==> src/rtl/adder_pipe_pkg.sv <==
// Shared definitions for adder_pipe: operation encoding and saturation limits.
package adder_pipe_pkg;

    typedef enum logic {
        OP_ADD = 1'b0,
        OP_SUB = 1'b1
    } op_e;

    localparam int MAX_W = 64;

    // Largest positive two's-complement value of a w-bit word (0111..1).
    function automatic logic [MAX_W-1:0] sat_pos(input int w);
        sat_pos = {MAX_W{1'b1}} >> (MAX_W - w + 1);
    endfunction

    // Most negative two's-complement value of a w-bit word (1000..0).
    function automatic logic [MAX_W-1:0] sat_neg(input int w);
        sat_neg = {{(MAX_W-1){1'b0}}, 1'b1} << (w - 1);
    endfunction

endpackage

==> src/rtl/adder_slice.sv <==
// Combinational W-bit slice adder; also reports the carry into its top bit for overflow detection.
module adder_slice #(
    parameter int W = 4
) (
    input  logic [W-1:0] a,
    input  logic [W-1:0] b,
    input  logic         cin,
    output logic [W-1:0] s,
    output logic         cout,
    output logic         cmsb
);

    logic [W:0] total;

    assign total = {1'b0, a} + {1'b0, b} + {{W{1'b0}}, cin};
    assign s     = total[W-1:0];
    assign cout  = total[W];
    // Sum bit = a ^ b ^ carry-in, so the carry into the top bit falls out directly.
    assign cmsb  = a[W-1] ^ b[W-1] ^ s[W-1];

endmodule

==> src/rtl/adder_pipe.sv <==
// Pipelined carry-sliced adder/subtractor with valid/ready on both sides.
// Define ADDER_PIPE_SAT_EN to saturate the result on signed overflow instead of wrapping.
module adder_pipe
    import adder_pipe_pkg::*;
#(
    parameter int WIDTH  = 16,
    parameter int STAGES = 4
) (
    input  logic             clock,
    input  logic             reset_n,
    input  logic             in_valid,
    output logic             in_ready,
    input  logic [WIDTH-1:0] a,
    input  logic [WIDTH-1:0] b,
    input  logic             cin,
    input  logic             sub,
    output logic             out_valid,
    input  logic             out_ready,
    output logic [WIDTH-1:0] sum,
    output logic             carry_out,
    output logic             overflow
);

    localparam int SW   = WIDTH / STAGES;
    localparam int LAST = STAGES - 1;

    if (WIDTH % STAGES != 0) begin : g_cfg_err
        $error("adder_pipe: WIDTH must be a multiple of STAGES");
    end

    // Handshake: a beat moves on a side when valid && ready at the rising edge.
    // The whole pipeline advances together; it freezes only while the output
    // holds a beat that downstream refuses, so in_ready is simply "advancing".
    logic             adv;
    op_e              op;
    logic [WIDTH-1:0] b_eff;
    logic             cin_eff;

    logic [STAGES-1:0] vld_q, vld_d;
    logic [STAGES-1:0] c_q, c_d;
    logic [WIDTH-1:0]  a_q [STAGES];
    logic [WIDTH-1:0]  a_d [STAGES];
    logic [WIDTH-1:0]  b_q [STAGES];
    logic [WIDTH-1:0]  b_d [STAGES];
    logic [WIDTH-1:0]  s_q [STAGES];
    logic [WIDTH-1:0]  s_d [STAGES];
    logic              ov_q, ov_d;

    logic [SW-1:0]     sa_w [STAGES];
    logic [SW-1:0]     sb_w [STAGES];
    logic [SW-1:0]     ss_w [STAGES];
    logic [STAGES-1:0] sci_w, sco_w, scm_w;
    logic              unused_cmsb;

    assign adv      = !(vld_q[LAST] && !out_ready);
    assign in_ready = adv;

    assign op      = sub ? OP_SUB : OP_ADD;
    assign b_eff   = (op == OP_SUB) ? ~b : b;
    assign cin_eff = (op == OP_SUB) ? 1'b1 : cin;

    for (genvar k = 0; k < STAGES; k++) begin : g_slice
        if (k == 0) begin : g_first
            assign sa_w[k]  = a[SW-1:0];
            assign sb_w[k]  = b_eff[SW-1:0];
            assign sci_w[k] = cin_eff;
        end else begin : g_rest
            assign sa_w[k]  = a_q[k-1][k*SW +: SW];
            assign sb_w[k]  = b_q[k-1][k*SW +: SW];
            assign sci_w[k] = c_q[k-1];
        end

        adder_slice #(.W(SW)) u_slice (
            .a    (sa_w[k]),
            .b    (sb_w[k]),
            .cin  (sci_w[k]),
            .s    (ss_w[k]),
            .cout (sco_w[k]),
            .cmsb (scm_w[k])
        );
    end

    // Only the top slice's MSB carry matters for overflow.
    assign unused_cmsb = ^scm_w;

    always_comb begin
        vld_d = '0;
        c_d   = '0;
        vld_d[0]         = in_valid;
        a_d[0]           = a;
        b_d[0]           = b_eff;
        s_d[0]           = '0;
        s_d[0][SW-1:0]   = ss_w[0];
        c_d[0]           = sco_w[0];
        for (int k = 1; k < STAGES; k++) begin
            vld_d[k]            = vld_q[k-1];
            a_d[k]              = a_q[k-1];
            b_d[k]              = b_q[k-1];
            s_d[k]              = s_q[k-1];
            s_d[k][k*SW +: SW]  = ss_w[k];
            c_d[k]              = sco_w[k];
        end
        ov_d = scm_w[LAST] ^ sco_w[LAST];
    end

    always_ff @(posedge clock or negedge reset_n) begin
        if (!reset_n) begin
            vld_q <= '0;
            c_q   <= '0;
            ov_q  <= 1'b0;
            for (int k = 0; k < STAGES; k++) begin
                a_q[k] <= '0;
                b_q[k] <= '0;
                s_q[k] <= '0;
            end
        end else if (adv) begin
            vld_q <= vld_d;
            c_q   <= c_d;
            ov_q  <= ov_d;
            for (int k = 0; k < STAGES; k++) begin
                a_q[k] <= a_d[k];
                b_q[k] <= b_d[k];
                s_q[k] <= s_d[k];
            end
        end
    end

    assign out_valid = vld_q[LAST];
    assign carry_out = c_q[LAST];
    assign overflow  = ov_q;

`ifdef ADDER_PIPE_SAT_EN
    localparam logic [WIDTH-1:0] SAT_HI = WIDTH'(sat_pos(WIDTH));
    localparam logic [WIDTH-1:0] SAT_LO = WIDTH'(sat_neg(WIDTH));

    // A wrapped result with the sign bit set means the true value overflowed upward.
    assign sum = !ov_q ? s_q[LAST] : (s_q[LAST][WIDTH-1] ? SAT_HI : SAT_LO);
`else
    assign sum = s_q[LAST];
`endif

endmodule

==> config.mk <==
export PLATFORM = sky130hd
export DESIGN_NAME = adder_pipe
export DESIGN_NICKNAME = d
export VERILOG_FILES = /design/src/rtl/adder_pipe_pkg.sv /design/src/rtl/adder_slice.sv /design/src/rtl/adder_pipe.sv
export SDC_FILE = /design/constraint.sdc
export NUM_CORES = 1
export LEC_CHECK = 0
export ABC_CLOCK_PERIOD_IN_PS = 2600
export CAP_MARGIN = 10
export CELL_PAD_IN_SITES_DETAIL_PLACEMENT = 1
export CELL_PAD_IN_SITES_GLOBAL_PLACEMENT = 1
export CORE_ASPECT_RATIO = 1.25
export CORE_MARGIN = 2
export CORE_UTILIZATION = 42
export CTS_CLUSTER_DIAMETER = 100
export CTS_CLUSTER_SIZE = 40
export DETAILED_ROUTE_END_ITERATION = 12
export GPL_ROUTABILITY_DRIVEN = 0
export PLACE_DENSITY = 0.77
export SYNTH_ARGS = -nofsm -noshare
export SYNTH_HDL_FRONTEND = slang
export SYNTH_SLANG_ARGS = --single-unit
export TNS_END_PERCENT = 30
==> constraint.sdc <==
create_clock -name clock -period 2.6 [get_ports clock]
set_input_delay 0.52 -clock clock [delete_from_list [all_inputs] [get_ports clock]]
set_output_delay 0.52 -clock clock [all_outputs]
set_load 0.05 [all_outputs]
; Word-level counts from Yosys, hierarchy flattened
; Index checks and enable logic that the tools add are counted.
[classes]
add_sub_neg = 8
mul = 0
div = 0
order_cmp = 0
n_eq_ne = 0
n_shift = 0
muxes = 3
bitwise_logic = 4
n_reduce_logical = 3
[ops]
columns = op, count
row1 = adder 4 x 4 -> 5 bit, 4
row2 = adder 5 x 1 -> 5 bit, 4
row3 = 2-to-1 mux 16 bit, 1
row4 = inverter 16 bit, 1
row5 = bitwise XOR 1 bit, 3
row6 = zero test 1 bit, 2
row7 = 2-to-1 mux 1 bit, 2
row8 = logical AND 1 bit, 1
[word_totals]
register_bits = 145
latch_bits = 0
mem_bits_rw = 0
mem_bits_ro = 0
input_bits = 38
out_inout_bits = 20
elab_cells = 31
memories = 0

; Logic depth before layout (Yosys ltp)
; Gate-level depths: netlist (run 1).
[logic_depth]
ltp_word = 4
depth_mapped = 9
ltp_nobuf = 7

; Modules after synthesis
; From an unflattened synthesis (run 1), not the netlist that was laid out.
[unflattened]
cells_unflattened = 294
hier_area_um2 = 4523.1
[modules_own_cells]
columns = mod, instances, cells_per_inst, area_each_um2, seq_area_each_um2
row1 = adder_pipe, 1, 226, 3955.0, 2427.3
row2 = adder_slice (g_slice[0].u_slice ...), 3, 17, 141.4, 0.0
row3 = adder_slice (g_slice[2].u_slice), 1, 17, 143.9, 0.0

; Least setup slack after synthesis (run 1)
; Ideal clock, no wire load.
[synth_path]
path_kind = in2reg
start = in sub
end = reg s_q (netlist bit s_d[35])
setup_ps = 128
arrival_time_ps = 2037
required_time_ps = 2472
path_slack_ps = 435
stages = 8
n_path_buf = 2
path_cell_list = buf_4 buf_6 or2_2 fa_1 a21o_1 a21oi_1 xor2_1 o21ai_0
[synth_via]
elab_chain_cells = 4
word_cells_on_any_way = 5
classes_between = add/sub: 2 / mux: 3
[synth_rtl]
columns = element, line
row1 = from (decl), adder_pipe.sv:16  ; input logic sub,
row2 = 2-to-1 mux 1 bit *, adder_pipe.sv:58  ; assign op = sub ? OP_SUB : OP_ADD;
row3 = 2-to-1 mux 16 bit, adder_pipe.sv:59  ; assign b_eff = (op == OP_SUB) ? ~b : b;
row4 = adder 4 x 4 -> 5 bit, adder_slice.sv:15  ; assign total = {1'b0, a} + {1'b0, b} + {{W{1'b0}}, cin};
row5 = adder 5 x 1 -> 5 bit *, adder_slice.sv:15
row6 = "to (signal, indexed assignment)", adder_pipe.sv:123  ; s_q[k] <= s_d[k];
row7 = to (decl), adder_pipe.sv:45  ; logic [WIDTH-1:0] s_q [STAGES];
; Every way passes the cells marked *; elsewhere a longest branch is shown, timed or not.
; A chain may end at the register's enable or synchronous reset.

; Final worst setup path (run 1)
[layout_path]
start = in sub
end = reg c_q[0]
[layout_via]
elab_chain_cells = 4
word_cells_on_any_way = 5
classes_between = add/sub: 2 / mux: 3
[layout_rtl]
columns = element, line
row1 = 2-to-1 mux 1 bit *, adder_pipe.sv:58
row2 = 2-to-1 mux 16 bit, adder_pipe.sv:59
row3 = adder 4 x 4 -> 5 bit, adder_slice.sv:15
row4 = adder 5 x 1 -> 5 bit *, adder_slice.sv:15
row5 = to (signal assigned), adder_pipe.sv:109  ; c_q <= '0;
row6 = to (signal assigned), adder_pipe.sv:118  ; c_q <= c_d;
row7 = to (decl), adder_pipe.sv:40  ; logic [STAGES-1:0] c_q, c_d;
; Marks and branches as above.

==> results.sh, run 1 <==
export IMPL_clock_sinks=97
export IMPL_ioPinCount=58
export IMPL_fin_crit_ns=2.37
export IMPL_r2r_slack_ns=0.54
export IMPL_floorplan_rows=41
export IMPL_cts_buffers=9
export IMPL_syn_area_per_cell_um2=9.40
export IMPL_critical_path_class="in2reg"
export IMPL_dieWidth_um=94.3
export IMPL_clockBufferDepth=2
export IMPL_p_per_area_nw_per_um2=1250
export IMPL_grt_overflow=0
export IMPL_cp_end_kind="flip-flop"
export IMPL_synth_cell_area_um2=4280
export IMPL_critPathLaunchType="input pin"
export IMPL_clk_latency_ns=0.34
export IMPL_crit_chain="clkdlybuf4s50_1, buf_4, xor2_1, inv_1, fa_1, nor2b_1, o21ai_0, a21oi_1"
export IMPL_syn_inst=455
export IMPL_grt_use_total_pct=17.9
export IMPL_cts_resized_gates=0
export IMPL_htreeDepth=3
export IMPL_synth_top_area_share_pct=56.8
export IMPL_wire_per_inst_um=13.9
export IMPL_grt_max_degree=82
export IMPL_final_common_cell="nand2_1"
export IMPL_ir_drop_uv=470
export IMPL_ff_latch_area_um2=2430
export IMPL_tightest_slew_ns=0.556
export IMPL_dp_hpwl_um=5900
export IMPL_dpl_cell_area_um2=4950
export IMPL_start_util_pct=42.8
export IMPL_period_share_pct=91.3
export IMPL_slew_violations=0
export IMPL_rr_worst_depth=6
export IMPL_design_area_um2=5240
export IMPL_reg2reg_to="overflow"
export IMPL_dr_pass1_iters=4
export IMPL_syn_nets=513
export IMPL_rsz0062_at_grt="no"
export IMPL_clkTransAtPathRegs_ns=0.06
export IMPL_max_stage_delay_ns=0.54
export IMPL_multi_input_area_um2=1670
export IMPL_p_leak_uw=0.00259
export IMPL_fin_tns_setup_ns=0
export IMPL_clock_skew_ns=0.00372
export IMPL_vias_per_cell=4.74
export IMPL_final_antenna_net_count=0
export IMPL_max_freq_ghz=0.421
export IMPL_n_antenna_cell=0
export IMPL_n_fill_cell=1179
export IMPL_pre_cts_slack_ns=-0.0927
export IMPL_setup_viol=0
export IMPL_fp_dieH_um=117
export IMPL_status="complete, no violations"
export IMPL_drive_gt1_share_pct=5.49
export IMPL_fp_coreArea_um2=10000
export IMPL_antenna_found_initial=0
export IMPL_max_slew_margin_pct=62.9
export IMPL_path_max_fanout=15
export IMPL_drc=0
export IMPL_critPathSlowestCell="clkdlybuf4s50_1"
export IMPL_nets=564
export IMPL_drtIter0Drc=122
export IMPL_cts_setup_buffers=0
export IMPL_ys_ff_latch=97
export IMPL_ys_seq_area_share_pct=56.8
export IMPL_cts_root_buffer="clkbuf_16"
export IMPL_arrival_ns=2.63
export IMPL_crit_required_ns=2.86
export IMPL_cts_tree="done"
export IMPL_hp_class="in2async"
export IMPL_grt_pass1_vias=3201
export IMPL_yosysUniqueCellTypes=22
export IMPL_routed_wl_um=8860
export IMPL_portBuffers=57
export IMPL_dieArea_um2=11000
export IMPL_area_delta_synth_final_pct=22.4
export IMPL_layout_common_cells="nand2_1, dfrtp_1, clkdlybuf4s50_1, o21ai_0"
export IMPL_hold_viol=0
export IMPL_yosysWarnings=0
export IMPL_r2r_start="a_d[12]"
export IMPL_fin_ws_ns=0.227
export IMPL_netlist_top_cells_area="dfrtp_1, nand2_1, fa_1"
export IMPL_num_vias=3028
export IMPL_cap_viol_max_count=0
export IMPL_synth_largest_area_cell="dfrtp_1"
export IMPL_finalPower_uw=6560
export IMPL_grt_first_pass_wirelength_um=15100
export IMPL_cts_hold_buffers=0
layout make-up:
type	instances	share of cell area, %
Tap cell	129	3.08
Inverter	11	0.789
Clock buffer	13	5.16
Clock inverter	2	0.239
Sequential cell	97	46.4
Multi-Input combinational cell	324	32.0
Timing Repair Buffer	63	12.4
worst max-delay path by stage:
stage / startpoint / to / slack (ns) / cells past startpoint
final: sub / c_q[0] / 0.23 / 8
after floorplan: sub / s_d[35] / 0.44 / 8
after global placement: sub / s_d[35] / 0.1 / 8
after CTS: sub / c_q[0] / 0.25 / 8
after detailed placement: sub / c_q[0] / -0.09 / 8
after global routing: sub / c_q[0] / 0.12 / 8
worst max-delay path, delay by kind of cell:
| family | cells | cell delay (ns) |
|---|---|---|
| AO/OA/AOI/OAI | 2 | 0.31 |
| XOR/XNOR | 1 | 0.25 |
| adder cells (fa/ha/maj) | 1 | 0.44 |
| buffers and inverters | 3 | 0.92 |
| AND/OR/NAND/NOR | 1 | 0.20 |
power by group:
group	internal [µW]	total, µW	switching [µW]
sequential	2190	2590	398
combinational	1030	2730	1700
clock	720	1250	526
stage by stage:
stage          hold WS [ns]  cells  util [%]
2_1_floorplan         0.224    455         -
3_3_place_gp          0.440    624      49.5
3_5_place_dp          0.456    624      49.5
4_1_cts               0.188    639      52.3
5_1_grt               0.207    639      52.3
6_report              0.168    639      52.3
sequential cells by signal, summed over array words and instances (netlist names):
| register | flops |
|---|---|
| a_d | 24 |
| b_d | 24 |
| s_d | 24 |
| sum | 16 |
| c_q | 4 |
| vld_q | 4 |
| overflow | 1 |
logic make-up after synthesis:
group | count (synthesis) | share of synthesized area (%)
buf+inv | 34 | 4.10
flops | 97 | 56.8
simple gates | 235 | 21.2
compound gates | 45 | 5.82
xor+xnor | 24 | 4.92
fa+ha+maj | 20 | 7.26
metal layers:
| layer | vias up | track usage, % | part of all wire [%] |
|---|---|---|---|
| met4 | 0 | 9.57 | 2.4 |
| met1 | 1457 | 21.7 | 44 |
| met2 | 51 | 30.9 | 51 |
| met5 | - | 0 | 0 |
| li1 | 1505 | - | - |
| met3 | 15 | 2.50 | 2.5 |
synth_stat cells:
master,count
nor2_1,13
o21ai_0,24
xnor2_1,13
xor2_1,11
nand2b_1,1
inv_1,10
inv_2,1
or2_2,1
nor2b_4,1
a21oi_2,2
clkbuf_1,1
a21oi_1,13
dfrtp_1,97
buf_6,2
nor2b_1,3
buf_4,3
buf_2,17
o21ai_2,1
a21o_1,5
nand2_1,216
fa_1,8
ha_1,12
Note: power is estimated with default switching activity, not from simulation.
==> inputs of run 2 (changes only) <==
--- a/config.mk
+++ b/config.mk
@@ -20,4 +20,4 @@
 export SYNTH_ARGS = -nofsm -noshare
 export SYNTH_HDL_FRONTEND = slang
 export SYNTH_SLANG_ARGS = --single-unit
-export TNS_END_PERCENT = 30
+export TNS_END_PERCENT = 5
==> results of run 2 <==
The final DEF is identical to that of run 1; final timing and power are the same.
